**src/rtl/vga_scan_driver.sv**
```systemverilog
// VGA raster scan generator: coordinate counters, sync windows and a single pin stage.
// Optional macro VGA_BORDER_EN forces the outermost active ring to FG_COLOUR.
module vga_scan_driver #(
    parameter int unsigned H_ACTIVE  = 1280,
    parameter int unsigned H_FP      = 48,
    parameter int unsigned H_SYNC    = 112,
    parameter int unsigned H_BP      = 248,
    parameter int unsigned V_ACTIVE  = 1024,
    parameter int unsigned V_FP      = 1,
    parameter int unsigned V_SYNC    = 3,
    parameter int unsigned V_BP      = 38,
    parameter logic        SYNC_POL  = 1'b1,
    parameter logic [11:0] FG_COLOUR = 12'hFFF,
    parameter logic [11:0] BG_COLOUR = 12'h000
) (
    input  logic        CLK,
    input  logic        RESET,
    output logic [11:0] VGA_horzCoord,
    output logic [11:0] VGA_vertCoord,
    input  logic        PIXEL_ON,
    output logic [11:0] VGA_RGB,
    output logic        VGA_HSYNC,
    output logic        VGA_VSYNC,
    output logic        FRAME_START
);

    localparam int unsigned CNT_W   = 12;
    localparam int unsigned RGB_W   = 12;
    localparam int unsigned H_TOTAL = H_ACTIVE + H_FP + H_SYNC + H_BP;
    localparam int unsigned V_TOTAL = V_ACTIVE + V_FP + V_SYNC + V_BP;

    localparam logic [CNT_W-1:0] H_LAST   = CNT_W'(H_TOTAL - 1);
    localparam logic [CNT_W-1:0] V_LAST   = CNT_W'(V_TOTAL - 1);
    localparam logic [CNT_W-1:0] H_ACT    = CNT_W'(H_ACTIVE);
    localparam logic [CNT_W-1:0] V_ACT    = CNT_W'(V_ACTIVE);
    localparam logic [CNT_W-1:0] HS_START = CNT_W'(H_ACTIVE + H_FP);
    localparam logic [CNT_W-1:0] HS_END   = CNT_W'(H_ACTIVE + H_FP + H_SYNC);
    localparam logic [CNT_W-1:0] VS_START = CNT_W'(V_ACTIVE + V_FP);
    localparam logic [CNT_W-1:0] VS_END   = CNT_W'(V_ACTIVE + V_FP + V_SYNC);
`ifdef VGA_BORDER_EN
    localparam logic [CNT_W-1:0] H_ACT_LAST = CNT_W'(H_ACTIVE - 1);
    localparam logic [CNT_W-1:0] V_ACT_LAST = CNT_W'(V_ACTIVE - 1);
`endif

    logic [CNT_W-1:0] hcnt_q, hcnt_d;
    logic [CNT_W-1:0] vcnt_q, vcnt_d;
    logic [RGB_W-1:0] rgb_q, rgb_d;
    logic             hsync_q, hsync_d;
    logic             vsync_q, vsync_d;
    logic             frame_start_q, frame_start_d;
    logic             active_c;

    // State and pin-stage registers
    always_ff @(posedge CLK or posedge RESET) begin
        if (RESET) begin
            hcnt_q        <= '0;
            vcnt_q        <= '0;
            rgb_q         <= '0;
            hsync_q       <= ~SYNC_POL;
            vsync_q       <= ~SYNC_POL;
            frame_start_q <= 1'b0;
        end else begin
            hcnt_q        <= hcnt_d;
            vcnt_q        <= vcnt_d;
            rgb_q         <= rgb_d;
            hsync_q       <= hsync_d;
            vsync_q       <= vsync_d;
            frame_start_q <= frame_start_d;
        end
    end

    // Scan advance: line wrap bumps the row, frame wrap clears both in one step
    always_comb begin
        hcnt_d = hcnt_q + CNT_W'(1);
        vcnt_d = vcnt_q;
        if (hcnt_q == H_LAST) begin
            hcnt_d = '0;
            if (vcnt_q == V_LAST) begin
                vcnt_d = '0;
            end else begin
                vcnt_d = vcnt_q + CNT_W'(1);
            end
        end
    end

    // Pin-stage values for the coordinate currently on the counters
    always_comb begin
        active_c      = (hcnt_q < H_ACT) && (vcnt_q < V_ACT);
        hsync_d       = ~SYNC_POL;
        vsync_d       = ~SYNC_POL;
        rgb_d         = '0;
        frame_start_d = (hcnt_q == '0) && (vcnt_q == '0);

        if ((hcnt_q >= HS_START) && (hcnt_q < HS_END)) begin
            hsync_d = SYNC_POL;
        end
        if ((vcnt_q >= VS_START) && (vcnt_q < VS_END)) begin
            vsync_d = SYNC_POL;
        end

        // PIXEL_ON is only looked at inside the active area, so blanking stays clean
        if (active_c) begin
            if (PIXEL_ON) begin
                rgb_d = FG_COLOUR;
            end else begin
                rgb_d = BG_COLOUR;
            end
`ifdef VGA_BORDER_EN
            if ((hcnt_q == '0) || (hcnt_q == H_ACT_LAST) ||
                (vcnt_q == '0) || (vcnt_q == V_ACT_LAST)) begin
                rgb_d = FG_COLOUR;
            end
`endif
        end
    end

    assign VGA_horzCoord = hcnt_q;
    assign VGA_vertCoord = vcnt_q;
    assign VGA_RGB       = rgb_q;
    assign VGA_HSYNC     = hsync_q;
    assign VGA_VSYNC     = vsync_q;
    assign FRAME_START   = frame_start_q;

endmodule

```
**config.mk**
```make
export PLATFORM = sky130hd
export DESIGN_NAME = vga_scan_driver
export DESIGN_NICKNAME = d
export VERILOG_FILES = /design/src/rtl/vga_scan_driver.sv
export SDC_FILE = /design/constraint.sdc
export NUM_CORES = 1
export LEC_CHECK = 0
export ABC_AREA = 1
export ABC_CLOCK_PERIOD_IN_PS = 2340
export BUFFER_PORTS_ARGS = -buffer_cell sky130_fd_sc_hd__buf_2
export CAP_MARGIN = 20
export CORE_ASPECT_RATIO = 0.75
export CORE_MARGIN = 3
export CORE_UTILIZATION = 45
export CTS_CLUSTER_SIZE = 30
export DETAILED_ROUTE_END_ITERATION = 10
export GPL_TIMING_DRIVEN = 0
export PLACE_DENSITY = 0.69
export SLEW_MARGIN = 0
export SYNTH_ARGS = -nofsm -noshare
export SYNTH_HDL_FRONTEND = slang
export SYNTH_SLANG_ARGS = --single-unit
```
**constraint.sdc**
```tcl
create_clock -name CLK -period 2.34 [get_ports CLK]
set_input_delay 0.351 -clock CLK [delete_from_list [all_inputs] [get_ports CLK]]
set_output_delay 0.351 -clock CLK [all_outputs]
set_load 0.01 [all_outputs]
```
Yosys cells after proc, flatten, opt, wreduce, memory -nomap -nowiden
Cells that the tools add are included.
Operators by class
  add/subtract/negate cells: 2
  $lt $le $gt $ge: 6
  equality and inequality tests: 2
  multiplexer cells: 6
  reduce and logical (&&, ||, !) cells: 6
Operators with widths (count)
  $lt 12x11->1 const B: 4
  $mux 12: 4
  $add 12x1->12 const B: 2
  $eq 12x11->1 const B: 2
  $ge 12x11->1 const B: 2
  $logic_not 12->1: 2
  $logic_and 1x1->1: 4
  $mux 1: 2
Storage, ports and cells
  bits in registers: 39
  bits of input ports: 3
  output and inout bits: 39
  word-level logic and storage cells: 28

Longest topological paths before layout
  word-level depth: 3
  depth in mapped cells: 9

Least setup slack after synthesis
Ideal clock, no wire load.
  kind: reg2reg
  start point: reg vcnt_q[0] (netlist: VGA_vertCoord[0])
  end point: reg vcnt_q[8] (netlist: VGA_vertCoord[8])
  setup time: 127 ps
  arrival time: 1250 ps
  required time: 2213 ps
  setup slack: 963 ps
  cell stages (with the launch flop): 7
  buffers on the path: 0
  cell sequence: dfrtp_1 > ha_1 > nand2_1 > nor3_1 > nand3_1 > nand3_1 > o21ai_0
Between the ends
  word-level cells in the longest chain between the ends: 2
RTL lines
  start: declaration: RTL line 46  | logic [CNT_W-1:0] vcnt_q, vcnt_d;
  start signal: assignment: RTL line 64  | vcnt_q <= vcnt_d;
  $add 12x1->12 / $eq 12x11->1 (equally long branches): RTL line 81, 78
  $mux 12 *: RTL line 78  | if (vcnt_q == V_LAST) begin
Mark *: on every way between the ends. The rest lies on a longest branch, timed or not.
A chain may end at the register's enable or synchronous reset.

Final worst setup path
Ends and elaborated chain as after synthesis.

==> summary.md <==
* **peak supply drop** 0.342 mV
* **share of the synthesized area in the top cell type** 40.1%
* **synthesized cell area** 1750 um^2
* **outcome** complete, no violations
* **worst hold path class** primary input to asynchronous set/reset pin
* **Inst Count DP** 325
* **total of max-cap violations** 0
* **Lkg Pwr** 1.19 nW
* **quantity of I/O buffers inserted on ports** 41
* **final worst clock skew** 0.00411 ns
* **antenna violations before repair** 0
* **type of destination of the critical path** flip-flop
* **Final ANT Viol Nets** 0
* **cell taking the most area after synthesis** sky130_fd_sc_hd__dfrtp_1
* **transition time at the pin with the least slew margin** 0.610 ns
* **buffer count from post-CTS setup fixing** 0
* **number of ports placed on the die boundary** 42
* **clock buffer depth** 2
* **storage element area** 701 um^2
* **DRC violations left** 0
* **first-pass GRT wire length** 6.33 mm
* **CTS root buf** sky130_fd_sc_hd__clkbuf_8
* **maximum fanout encountered on the critical timing path** 6
* **starting density of the core** 49.8%
* **horizontal die dimension** 78.0 um
* **RSZ-0062 raised after global routing** false
* **via count of the first global-routing pass** 1315
* **total nets after synthesis** 242
* **diodes inserted** 0
* **leading cell types by total area after synthesis** sky130_fd_sc_hd__dfrtp_1 (40%), sky130_fd_sc_hd__nand2_1 (11%), sky130_fd_sc_hd__inv_1 (7.3%)
* **data required time of the critical path** 2.50 ns
* **largest net degree at the start of global routing** 29
* **worst setup path endpoint** VGA_vertCoord[8]
* **area of the core region** 3510 um^2
* **worst setup path class** flip-flop to flip-flop
* **worst setup path startpoint** VGA_vertCoord[0]
* **grt ovf** 0
* **power consumption** 0.000834 W
* **Vias/cell** 4.78
* **area growth from synthesis to layout** 19.3%
* **data arrival at the endpoint of the critical path** 1.68 ns
* **number of detailed-routing iterations run before antenna repair** 4
* **Avg Synthesized Cell Area** 7.48 um^2
* **area of combinational cells with multiple inputs** 797 um^2
* **final weighted congestion in routability-driven placement** 0.898
* **areal power density over the cells** 400 nW/um^2
* **internal reg-to-reg setup slack** 0.82 ns
* **share of async-settable or async-resettable flops after synthesis** 100%
* **portion of the post-synthesis area used by sequential elements** 40.1%
* **Worst Hold Margin** 0.129 ns
* **Worst Reg2Reg Path Length in Cells** 6
* **Hold-fix buffers, CTS** 0
* **total number of yosys warnings** 0
* **Inserted Clock Buffers** 3
* **detailed placement HPWL** 2.96 mm
* **total number of nets in the final design** 289
* **library cell with the highest instance count after synthesis** sky130_fd_sc_hd__nand2_1
* **final design instance area without fill** 2090 um^2
* **TritonCTS clock tree** yes
* **number of sinks handled by clock tree synthesis** 28
* **GRT Overall Usage** 17.3%
* **fin crit share** 64.8%
* **leading post-synthesis cells by instance count** sky130_fd_sc_hd__nand2_1 (53), sky130_fd_sc_hd__inv_1 (34), sky130_fd_sc_hd__dfrtp_1 (28), sky130_fd_sc_hd__nor2_1 (26), sky130_fd_sc_hd__nand3_1 (22)
* **headroom to the max-slew limit** 59.3%
* **ratio of cells with drive above 1 in the final layout** 26.4%
* **final cell count without fillers** 330
* **drt initial violations** 113
* **#FFs+latches synth** 28
* **cells after synthesis** 234
* **routed wire length** 3.83 mm
* **clock edge transition at the registers on the reported setup and hold paths** 0.10 ns
* **placed instance area** 2020 um^2
* **reg2reg end** VGA_vertCoord[8]
* **detail-routed net length per standard cell** 11.6 um
* **Fmax** 659 MHz
* **standard-cell row count** 18
* **fillers** 349
* **Main synth FF type** sky130_fd_sc_hd__dfrtp_1
* **Max Slew Vio Count** 0
* **r2r startpoint** VGA_vertCoord[0]
* **min Tclk post-route** 1.52 ns
* **Gates resized, CTS repair** 0
* **vertical extent of the die** 60.0 um
* **distinct cell type count of the synthesized netlist** 26
* **EDFF count, synth** 0
* **final number of setup-violating endpoints** 0
* **via count** 1576
* **htree depth** 1
* **clk_lat worst skew** 0.28 ns
* **floorplan die area** 4680 um^2
* **final-layout setup total negative slack** 0 ns
* **Worst Setup Start Kind** flip-flop
* **count of final hold-check violations** 0
-- layer usage --
metal | global-route usage, % | share of wire, % | up-vias
met2 | 24.3 | 40 | 58
met4 | 4.49 | 1.0 | 0
met1 | 26.8 | 51 | 693
li1 | - | - | 820
met5 | 0 | 0 | -
met3 | 3.77 | 7.8 | 5
-- cell type report --
| class | instances | area share (%) |
|---|---|---|
| Buffer | 14 | 5.28 |
| Multi-Input combinational cell | 155 | 38.2 |
| Clock buffer | 4 | 2.64 |
| Sequential cell | 28 | 33.6 |
| Inverter | 37 | 6.77 |
| Timing Repair Buffer | 42 | 10.6 |
| Tap cell | 50 | 3.00 |
-- worst min path at each step --
stage	start	to	slack (ns)	cells past startpoint
final	RESET	VGA_vertCoord[1]	0.13	2
after CTS	PIXEL_ON	VGA_RGB[10]	0.32	3
after global routing	RESET	VGA_vertCoord[0]	0.17	2
after detailed placement	VGA_vertCoord[4]	VGA_vertCoord[4]	0.56	2
after global placement	VGA_vertCoord[1]	VGA_vertCoord[1]	0.55	2
after floorplan	RESET	FRAME_START	0.42	1
-- worst max-delay path, stage by stage, from the launching register on --
cell and delay (ns):
sky130_fd_sc_hd__dfrtp_1 0.44, sky130_fd_sc_hd__ha_1 0.30, sky130_fd_sc_hd__nand2_1 0.10, sky130_fd_sc_hd__nor3_1 0.29, sky130_fd_sc_hd__nand3_1 0.11, sky130_fd_sc_hd__nand3_1 0.09, sky130_fd_sc_hd__o21ai_0 0.08
-- registers in the layout, summed over array words and instances (netlist names) --
| register | count |
|---|---|
| VGA_RGB | 1 |
| VGA_VSYNC | 1 |
| VGA_horzCoord | 12 |
| FRAME_START | 1 |
| VGA_vertCoord | 12 |
| VGA_HSYNC | 1 |
-- cell usage in the layout, fill, tap and decap left out --
| master | count |
|---|---|
| sky130_fd_sc_hd__a211oi_1 | 1 |
| sky130_fd_sc_hd__inv_2 | 2 |
| sky130_fd_sc_hd__a21oi_1 | 2 |
| sky130_fd_sc_hd__xor2_1 | 7 |
| sky130_fd_sc_hd__buf_8 | 1 |
| sky130_fd_sc_hd__o21ai_1 | 1 |
| sky130_fd_sc_hd__and3_1 | 1 |
| sky130_fd_sc_hd__nor3b_1 | 1 |
| sky130_fd_sc_hd__nor2_1 | 26 |
| sky130_fd_sc_hd__inv_4 | 1 |
| sky130_fd_sc_hd__nor2_8 | 1 |
| sky130_fd_sc_hd__nor3_1 | 5 |
| sky130_fd_sc_hd__nor2_2 | 2 |
| sky130_fd_sc_hd__o21ai_0 | 12 |
| sky130_fd_sc_hd__clkbuf_8 | 4 |
| sky130_fd_sc_hd__or2_2 | 2 |
| sky130_fd_sc_hd__nand3_2 | 3 |
| sky130_fd_sc_hd__dfrtp_1 | 28 |
| sky130_fd_sc_hd__inv_1 | 34 |
| sky130_fd_sc_hd__nand3b_1 | 1 |
| sky130_fd_sc_hd__buf_6 | 2 |
| sky130_fd_sc_hd__nand2_2 | 3 |
| sky130_fd_sc_hd__buf_4 | 11 |
| sky130_fd_sc_hd__ha_1 | 5 |
| sky130_fd_sc_hd__nand3_1 | 22 |
| sky130_fd_sc_hd__nand2_1 | 53 |
| sky130_fd_sc_hd__buf_2 | 42 |
| sky130_fd_sc_hd__nand4_1 | 7 |
-- metrics by stage --
step                      utilization [%]  setup slack (ns)
after CTS                            59.0             0.795
after floorplan                         -             0.963
after global routing                 59.4             0.595
final                                59.4             0.823
after detailed placement             57.4             0.821
after global placement               57.4             0.804
-- report_power, final --
part / switching [W] / internal, W
sequential: 0.00000246 / 0.000484
combinational: 0.0000215 / 0.0000221
clock: 0.000153 / 0.000151
-- kinds of logic after synthesis --
| group | Yosys count | synth area share (%) |
|---|---|---|
| compound gates | 16 | 4.72 |
| fa+ha+maj | 5 | 3.58 |
| xor+xnor | 7 | 3.51 |
| flops | 28 | 40.1 |
| simple gates | 127 | 33.8 |
| buf+inv | 51 | 14.4 |
Power figures use the tool's default switching activity.
